**src/rtl/log_pkg.sv**
```systemverilog
// Shared log-domain constants: Q-format widths and the 8-segment Mitchell correction table.
package log_pkg;

  localparam int FRAC_IN  = 12;
  localparam int FRAC_OUT = 12;
  localparam int LOG_W    = 17;

  // Mitchell error log2(1+x) - x at each segment midpoint, Q0.12
  function automatic logic [11:0] corr_lookup(input logic [2:0] seg);
    logic [11:0] c;
    case (seg)
      3'd0:    c = 12'd102;
      3'd1:    c = 12'd248;
      3'd2:    c = 12'd327;
      3'd3:    c = 12'd352;
      3'd4:    c = 12'd333;
      3'd5:    c = 12'd276;
      3'd6:    c = 12'd186;
      3'd7:    c = 12'd68;
      default: c = 12'd0;
    endcase
    return c;
  endfunction

endpackage

```
**src/rtl/log_lod.sv**
```systemverilog
// Combinational leading-one detector: k is the index of the highest set bit of m.
module log_lod #(
  parameter int WIDTH = 16
) (
  input  logic [WIDTH-1:0]         m,
  output logic [$clog2(WIDTH)-1:0] k,
  output logic                     zero
);

  localparam int KW = $clog2(WIDTH);

  // Scan upward so the last set bit seen wins
  always_comb begin
    k    = '0;
    zero = (m == '0);
    for (int i = 0; i < WIDTH; i++) begin
      k = m[i] ? KW'(i) : k;
    end
  end

endmodule

```
**src/rtl/lin2log_converter.sv**
```systemverilog
// Signed linear sample to sign/magnitude Q4.12 log2, three pipeline stages under one global stall.
module lin2log_converter
  import log_pkg::*;
#(
  parameter int WIDTH    = 16,
  parameter int FRAC_IN  = log_pkg::FRAC_IN,
  parameter int FRAC_OUT = log_pkg::FRAC_OUT
) (
  input  logic             clk,
  input  logic             rst,
  input  logic [WIDTH-1:0] in_data,
  input  logic             in_valid,
  output logic             in_ready,
  output logic [WIDTH:0]   log_out,
  output logic             log_valid,
  output logic             sign_out,
  output logic             out_valid,
  input  logic             out_ready
);

  localparam int KW = $clog2(WIDTH);
  localparam int OW = WIDTH + 1;
  localparam int SW = WIDTH + 2;

  logic                  adv;
  logic                  v1, v2;
  logic                  s1_sign, s2_sign, s2_zero;
  logic [WIDTH-1:0]      s1_mag, mag;
  logic [KW-1:0]         lod_k, shamt;
  logic                  lod_zero;
  logic [WIDTH-1:0]      norm;
  logic [FRAC_OUT-1:0]   frac, s2_f;
  logic signed [KW:0]    expo, s2_e;
  logic [11:0]           corr;
  logic signed [SW-1:0]  sum;
  logic [OW-1:0]         sat;

  assign adv      = ~out_valid | out_ready;
  assign in_ready = adv;

  // S1: two's-complement magnitude; the most negative input maps to 2^(WIDTH-1) unsigned
  assign mag = in_data[WIDTH-1] ? (~in_data + {{(WIDTH-1){1'b0}}, 1'b1}) : in_data;

  log_lod #(.WIDTH(WIDTH)) u_lod (
    .m    (s1_mag),
    .k    (lod_k),
    .zero (lod_zero)
  );

  // S2: normalise to the MSB; the cast drops the leading one, leaving the fraction
  assign shamt = KW'(WIDTH - 1) - lod_k;
  assign norm  = s1_mag << shamt;
  assign frac  = FRAC_OUT'(norm >> (WIDTH - 1 - FRAC_OUT));
  assign expo  = $signed({1'b0, lod_k}) - $signed((KW + 1)'(FRAC_IN));

  // S3: Mitchell estimate plus segment correction, saturated to the output range
  assign corr = (s2_f == '0) ? 12'd0 : corr_lookup(s2_f[FRAC_OUT-1 -: 3]);
  assign sum  = (SW'(s2_e) <<< FRAC_OUT)
              + $signed(SW'({1'b0, s2_f}))
              + $signed(SW'({1'b0, corr}));
  assign sat  = (sum[SW-1] != sum[SW-2])
              ? (sum[SW-1] ? {1'b1, {(OW-1){1'b0}}} : {1'b0, {(OW-1){1'b1}}})
              : sum[OW-1:0];

  // Pipeline registers: all stages advance together or hold together
  always_ff @(posedge clk) begin
    if (!rst) begin
      v1        <= 1'b0;
      s1_sign   <= 1'b0;
      s1_mag    <= '0;
      v2        <= 1'b0;
      s2_sign   <= 1'b0;
      s2_zero   <= 1'b0;
      s2_e      <= '0;
      s2_f      <= '0;
      out_valid <= 1'b0;
      sign_out  <= 1'b0;
      log_valid <= 1'b0;
      log_out   <= '0;
    end else if (adv) begin
      v1        <= in_valid;
      s1_sign   <= in_data[WIDTH-1];
      s1_mag    <= mag;
      v2        <= v1;
      s2_sign   <= s1_sign;
      s2_zero   <= lod_zero;
      s2_e      <= expo;
      s2_f      <= frac;
      out_valid <= v2;
      sign_out  <= s2_sign;
      log_valid <= ~s2_zero;
      log_out   <= s2_zero ? '0 : sat;
    end
  end

endmodule

```
**config.mk**
```make
export PLATFORM = sky130hd
export DESIGN_NAME = lin2log_converter
export DESIGN_NICKNAME = d
export VERILOG_FILES = /design/src/rtl/log_pkg.sv /design/src/rtl/log_lod.sv /design/src/rtl/lin2log_converter.sv
export SDC_FILE = /design/constraint.sdc
export NUM_CORES = 1
export LEC_CHECK = 0
export ABC_AREA = 1
export CAP_MARGIN = 20
export CORE_MARGIN = 4
export CORE_UTILIZATION = 60
export DETAILED_ROUTE_END_ITERATION = 8
export PLACE_DENSITY = 0.88
export SYNTH_ARGS = -nofsm -noshare
export SYNTH_HDL_FRONTEND = slang
export SYNTH_SLANG_ARGS = --single-unit
export TNS_END_PERCENT = 30
```
**constraint.sdc**
```tcl
create_clock -name clk -period 4.34 [get_ports clk]
set_input_delay 0.434 -clock clk [delete_from_list [all_inputs] [get_ports clk]]
set_output_delay 0.434 -clock clk [all_outputs]
set_load 0.02 [all_outputs]
```
# Word level (Yosys, flattened, before mapping)
# Memories as Yosys holds them, arrays and structs flattened. A register that Yosys moved wholly into a read port is not among the register bits.
# Cells that the tools add are included.
# W data, S select, Z words.
# op_classes
bitwise	4
n_reduce_logical	2
eq_ne	1
shifts	1
muxes	22
add_sub_neg	5
# ops
operator	count
$mux W4	14
$mux W17	3
$add A17 B13 Y18	1
$add A18 B13 Y18	1
$add A16 B1 Y16 const B	1
$logic_not A16 Y1	1
$mux W16	1
$not A16 Y16	1
$shl A16 B4 Y15	1
$logic_not A12 Y1	1
$mux W12	1
$mux W3	2
$sub A4 B4 Y5 const B	1
$sub A4 B4 Y4 const A	1
$not A1 Y1	2
$mux W1	1
$ne A1 B1 Y1	1
$or A1 B1 Y1	1
# totals
mem_count	1
word_cells	48
out_inout_bits	21
regBits	58
romBits	72
# memory_table
name	words	width	rd	rd_clocked_by_memory_dff	wr	line	text
(no name shown)	8	9	1	1	0	log_pkg.sv:11	case (seg)

# Depth between registers and ports, before layout
# depth
word_depth	19
mapped_depth	26
mapped_depth_nobuf	25

# Hierarchy
# Synthesis repeated with hierarchy kept, for this count alone.
# hier_totals
hier_cells	680
hier_area_um2	4260.3
# by_module_without_submodules
module	instances	seq_area_each_um2	area_each_um2	cells_each
lin2log_converter	1	1341.3	4078.9	636
log_lod	1	0.0	181.4	44

# Worst setup path before layout
# No wires, ideal clock.
# synth_timing
kind	register to register
startpoint	register s2_f[11]
endpoint	register log_out[4]
n_path_buf	1
slack_ns	1.568
period_less_slack_ns	2.772
t_arrival_ns	2.704
path_stages_with_launch	19
setup_time_ns	0.068
cell_sequence	dfxtp_1 -> nor4_1 -> nand3_1 -> inv_1 -> nor2_1 -> ha_1 -> inv_1 -> fa_1 -> inv_1 -> a31oi_1 -> o21ai_2 -> a21oi_2 -> nor3_2 -> nand3_1 -> nor2_1 -> a21oi_4 -> buf_6 -> nand2_1 -> a21oi_2
# synth_between
elab_chain_len	6
elab_cells_between_ends	8
cone_classes	2 x add/sub; 1 x eq/ne; 4 x mux; 1 x reduce/logical
# synth_rtl
item	line	text
from (decl)	lin2log_converter.sv:32	logic [FRAC_OUT-1:0] frac, s2_f;
from (signal assigned)	lin2log_converter.sv:88	s2_f <= frac;
branches (longest 2 deep; another with $add A17 B13 Y18)	--	
$add A18 B13 Y18 *	lin2log_converter.sv:60	+ $signed(SW'({1'b0, corr}));
$mux W17 / $ne A1 B1 Y1 (equally long branches)	lin2log_converter.sv:62, lin2log_converter.sv:61	
$mux W17 *	lin2log_converter.sv:62	? (sum[SW-1] ? {1'b1, {(OW-1){1'b0}}} : {1'b0, {(OW-1){1'b1}}})
$mux W17 *	lin2log_converter.sv:92	log_out <= s2_zero ? '0 : sat;
to (signal assigned)	lin2log_converter.sv:92	
to (decl)	lin2log_converter.sv:14	output logic [WIDTH:0] log_out,
# Every way passes the cells marked *.
# A chain may end at the register's enable or synchronous reset.

# Final worst setup path
# layout_timing
startpoint	register s2_f[1]
endpoint	register log_out[5]
# The elaborated chain is that of the path after synthesis.

==> run_results.csv <==
group,metric,value,unit
status,status,"completed",
worst_hold_path,hold_class,"register to register",
routing,routedWlPerCell,13.8,um
finish,mostFrequentLayoutCells,"nand2_1, inv_1, nand3_1",
global_routing,grt_pass1_vias,4089,
timing,slew_headroom,0.485,
timing,hold_violations,0,
flow_run,maxCapViolations,0,
worst_setup_path,worst_setup_path_end_kind,"register",
finish,area_growth_syn_to_layout,15.2,%
place,gp_congestion,0.945,
clocking,postCtsHoldBufs,0,
routing,routed_wl,10.7,mm
timing,setup_slack,815,ps
clocking,h-tree-depth,3,
die,initial_core_util,0.624,
routing,drcViolationCount,0,
die,die_width,92.5,um
finish,diodes,0,
routing,vias,4285,
worst_setup_path,path_max_fanout,11,
clocking,ctsLongestPathBuffers,2,
clocking,cts_resized,0,
finish,fin_util,0.719,
worst_setup_path,r2r_start,"s2_f[1]",
power_and_ir_drop,powerDensity,503,mW/mm^2
finish,final_common_cell,"nand2_1",
finish,n_fill_cell,582,
global_routing,grt_pass1_wl,18.2,mm
timing,rsz0062_at_grt,"no",
power_and_ir_drop,ir_drop,0.000267,V
power_and_ir_drop,p_seq_frac,0.327,
clocking,clkSinkCount,67,
global_routing,track_usage,0.261,
die,die-area,0.00856,sq mm
logic_synthesis,synthSimpleGateAreaFrac,0.337,
place,dp_hpwl,8.13,mm
logic_synthesis,synth.avg_cell_area,6.65,sq um
logic_synthesis,synth_seq_cells,67,
place,pre_cts_ws,893,ps
worst_setup_path,r2r_end,"log_out[5]",
power_and_ir_drop,combPwrFrac,0.418,
global_routing,antenna_found_initial,0,
die,core-area,0.00687,sq mm
clocking,clk_latency,350,ps
timing,setup_viol,0,
power_and_ir_drop,p_sw,964,uW
die,fp-row-count,30,
timing,max_slew.worst_pin.slew,772,ps
logic_synthesis,synth_edf_count,0,
logic_synthesis,synth_fa_ha_area_frac,0.0485,
logic_synthesis,ys_warn_count,0,
worst_setup_path,crit_type,"register to register",
logic_synthesis,ys.flop_type,"dfxtp_1",
clocking,cts_made_buffers,9,
clocking,clock-root-buffer,"clkbuf_8",
clocking,cts.clk_slew.worst_paths,70,ps
timing,tns,0,ps
logic_synthesis,yosysSeqAreaShare,0.313,
worst_hold_path,min_from,"log_out[6]",
finish,fin_nets,709,
timing,post-route-period-util,0.812,
worst_setup_path,cp_data_required_time,4550,ps
logic_synthesis,synth_cell_types,41,
global_routing,grt_start_max_net_pins,29,
timing,slew_viol_final,0,
routing,drt-vias-per-instance,5.54,
worst_setup_path,critPathArrivalTime,3740,ps
logic_synthesis,synthArstFlopShare,0,
worst_hold_path,worst_hold_path.num_cells,2,
die,die_h,92.5,um
worst_setup_path,worstSetupStartpointType,"register",
timing,fmax,284,MHz
logic_synthesis,synth_nets,680,
finish,drive_above_1_share,0.0826,
power_and_ir_drop,p_leak,0.00236,uW
global_routing,overflow,0,
routing,drtIter0Drc,307,
timing,layout_min_cycle_time,3520,ps
worst_setup_path,reg2reg_depth,18,
power_and_ir_drop,p_int,1520,uW
worst_setup_path,reg2reg_slack,820,ps
routing,drt_pass1_iterations,5,
power_and_ir_drop,clockPowerShare,0.256,
logic_synthesis,synth_cells,644,
logic_synthesis,syn_area,0.00428,sq mm
power_and_ir_drop,p_sw_frac,0.388,
worst_hold_path,min_to,"log_out[6]",
logic_synthesis,yosys-mux-area-fraction,0,
place,portBuffers,40,
logic_synthesis,synth_top_family_by_area,"simple AND/OR/NAND/NOR gates",
logic_synthesis,synthXorXnorAreaFrac,0.0327,
clocking,cts_setup_buffers,0,
routing,ant_nets,0,
clocking,cts_tree,"built",
logic_synthesis,synth_compound_area_frac,0.159,
timing,clock_skew,8.56,ps
worst_setup_path,startpoint,"s2_f[1]",
die,ios,41,
## power groups by stage
stage | Combinational [uW] | Clock, uW | Sequential [uW]
after floorplan | 689 | 0 | 866
after global placement | 995 | 0 | 816
after detailed placement | 1020 | 0 | 823
after CTS | 1030 | 639 | 811
after global routing | 1160 | 665 | 826
final | 1040 | 635 | 812
## synth_stat cells (all sizes together), types with 2 or more instances
cell type	n	area, sq um
o221ai	7	61.3
ha	15	188
nor4	6	37.5
o21a	2	15.0
dfxtp	67	1340
xor2	8	70.1
inv	86	323
xnor2	8	70.1
nor3	12	65.1
a21oi	51	289
nor2	55	224
o211ai	8	60.1
clkbuf	14	56.3
buf	11	80.1
nand3	82	448
o31ai	3	22.5
a31oi	4	31.3
nand4	3	18.8
o21ai	37	189
nand2	160	643
## cells by family after synthesis
kind of cell / Yosys count
compound gates: 114
xor+xnor: 16
fa+ha+maj: 16
simple gates: 319
flops: 67
buf+inv: 112
## worst max-delay path by stage
stage,endpoint,depth (start not counted)
4_1_cts,log_out[5],18
2_1_floorplan,log_out[4],18
5_1_grt,log_out[2],18
3_5_place_dp,log_out[5],18
6_report,log_out[5],18
3_3_place_gp,log_out[7],18
## layout make-up
cell class                      count  area, sq um  area share
Tap cell                           96          120      0.0243
Timing Repair Buffer               44          430      0.0872
Clock buffer                       10          128      0.0258
Sequential cell                    67         1340       0.272
Clock inverter                      6          113      0.0228
Multi-Input combinational cell    465         2480       0.503
Inverter                           86          323      0.0654
## layer usage
layer	track usage	wire, um	up-vias
li1	-	-	2163
met1	0.338	4860	1967
met2	0.427	5010	129
met3	0.0422	569	26
met4	0.115	236	0
met5	0	0	-
## metrics by stage
stage	power (uW)	cells	cell area, sq um	hold slack [ps]
finish	2490	774	4940	467
detailed placement	1850	758	4700	458
CTS	2480	774	4940	469
global route	2650	774	4940	491
global placement	1810	758	4700	452
floorplan	1550	644	4280	441
## worst max-delay path, stage by stage (launching register included)
cell and delay [ps]:
dfxtp_1 350, nor4_1 350, nand3_1 150, inv_1 200, nor2_1 70, ha_1 230, inv_1 100, fa_1 210
inv_1 50, a31oi_1 350, o21ai_2 150, nand3_1 100, o31ai_1 90, xnor2_1 190, inv_1 60, nand2_1 250
nand2_1 190, o21ai_0 210, a21oi_1 90
Power figures use the tool's default switching activity.
==> RTL change: new RTL, same flow settings <==
Set the package constant `FRAC_OUT` to 24 (it was 12).
--- a/src/rtl/log_pkg.sv
+++ b/src/rtl/log_pkg.sv
@@ -2,7 +2,7 @@
 package log_pkg;
 
   localparam int FRAC_IN  = 12;
-  localparam int FRAC_OUT = 12;
+  localparam int FRAC_OUT = 24;
   localparam int LOG_W    = 17;
 
   // Mitchell error log2(1+x) - x at each segment midpoint, Q0.12
Function: changed (a bounded check fails within 4 cycles, from zero or initial values and one cycle with rst low).
==> RTL change against the original RTL <==
Sequential cell count is 43 lower. Combinational power fell by 89%. Largest power group is now sequential cells. Highest routed layer unchanged. Worst setup slack gained 0.95 ns. Power fell by 81%. Area after synthesis shrank 64%. Via count decreased by 67%. Clock skew decreased by 0.00097 ns. Final area down 65%. Clock power decreased by 82%. Routed wire length fell by 72%.
==> RTL change: results <==
{
  "drive_above_1_share_pct": 9.88,
  "synth.distinct_cells": 33,
  "power_leakage_nw": 0.900,
  "cp_max_fo": 34,
  "cp.arrival_ns": 2.14,
  "synthTopCellsByArea": "dfxtp_1 (31%), nand2_1 (9.9%), nand3_1 (8.4%)",
  "reg2reg_slack_ns": 2.88,
  "ys_seq_area_share_pct": 30.9,
  "max_clock_freq_mhz": 389,
  "dp_cells": 279,
  "avgSynthCellArea_um2": 6.61,
  "status": "completed",
  "clkTransAtPathRegs_ns": 0.13,
  "grt_pass1_vias": 1163,
  "hold_depth": 1,
  "crit_slowest_cell": "clkdlybuf4s50_1",
  "synth_compound_area_share_pct": 9.83,
  "critPathLaunch": "out_ready",
  "io_buffers": 23,
  "skew_ns": 0.00760,
  "cts_max_level": 1,
  "drt_iter0_drc": 24,
  "max_slew_margin_pct": 56.0,
  "irDropWorstVdd_mv": 0.203,
  "cts_buffers": 3,
  "min_to": "log_valid"
}
==> RTL change: cell count changes in the layout (fill, tap and decap cells not counted), moves of 10 or more <==
cell / delta
o21ai_0: -20
nor2_1: -25
nand3_1: -50
a21oi_1: -36
ha_1: -14
conb_1: +17
nand2_1: -108
dfxtp_1: -43
inv_1: -49
nor3_1: -10
clkdlybuf4s50_1: -17
==> RTL change: worst register-to-register path, delay by kind of cell (launching register included) <==
family,cells,cell delay [ns]
and+or+nand+nor,3,0.61
buffers and inverters,3,0.41
DFF,1,0.35
==> RTL change: through the flow <==
step | power, mW | instance area [µm²] | hold WS [ns]
finish | 0.469 | 1730 | 0.456
global route | 0.497 | 1730 | 0.466
CTS | 0.474 | 1730 | 0.445
detailed placement | 0.358 | 1700 | 0.427
global placement | 0.355 | 1700 | 0.424
floorplan | 0.334 | 1610 | 0.401
==> RTL change: cell type report <==
cell class,instances,area (µm²)
clock buffers,4,36.3
fillers,212,746
inverters,41,155
multi-input cells,161,792
flip-flops and latches,24,480
well taps,30,37.5
repair buffers,23,230
==> RTL change: cell families after synthesis <==
family / Yosys count
other: 1
AOI/OAI and AO/OA: 29
and+or+nand+nor: 112
buffers and inverters: 66
adders and majority gates: 1
DFF: 24
xor gates and xnor gates: 2
==> RTL change: power groups by stage <==
stage	clock (mW)	sequential (mW)	combinational (mW)
finish	0.116	0.242	0.112
global route	0.127	0.244	0.126
CTS	0.121	0.242	0.111
detailed placement	0	0.247	0.111
global placement	0	0.246	0.108
floorplan	0	0.247	0.0865
==> RTL change: per-layer routing <==
layer  vias up  global-route usage, %  wire length, µm
met2        52                   29.3             1420
li1        734                      -                -
met4         0                   4.21               34
met5         -                      0                0
met3         4                   5.26              241
met1       612                   24.1             1300
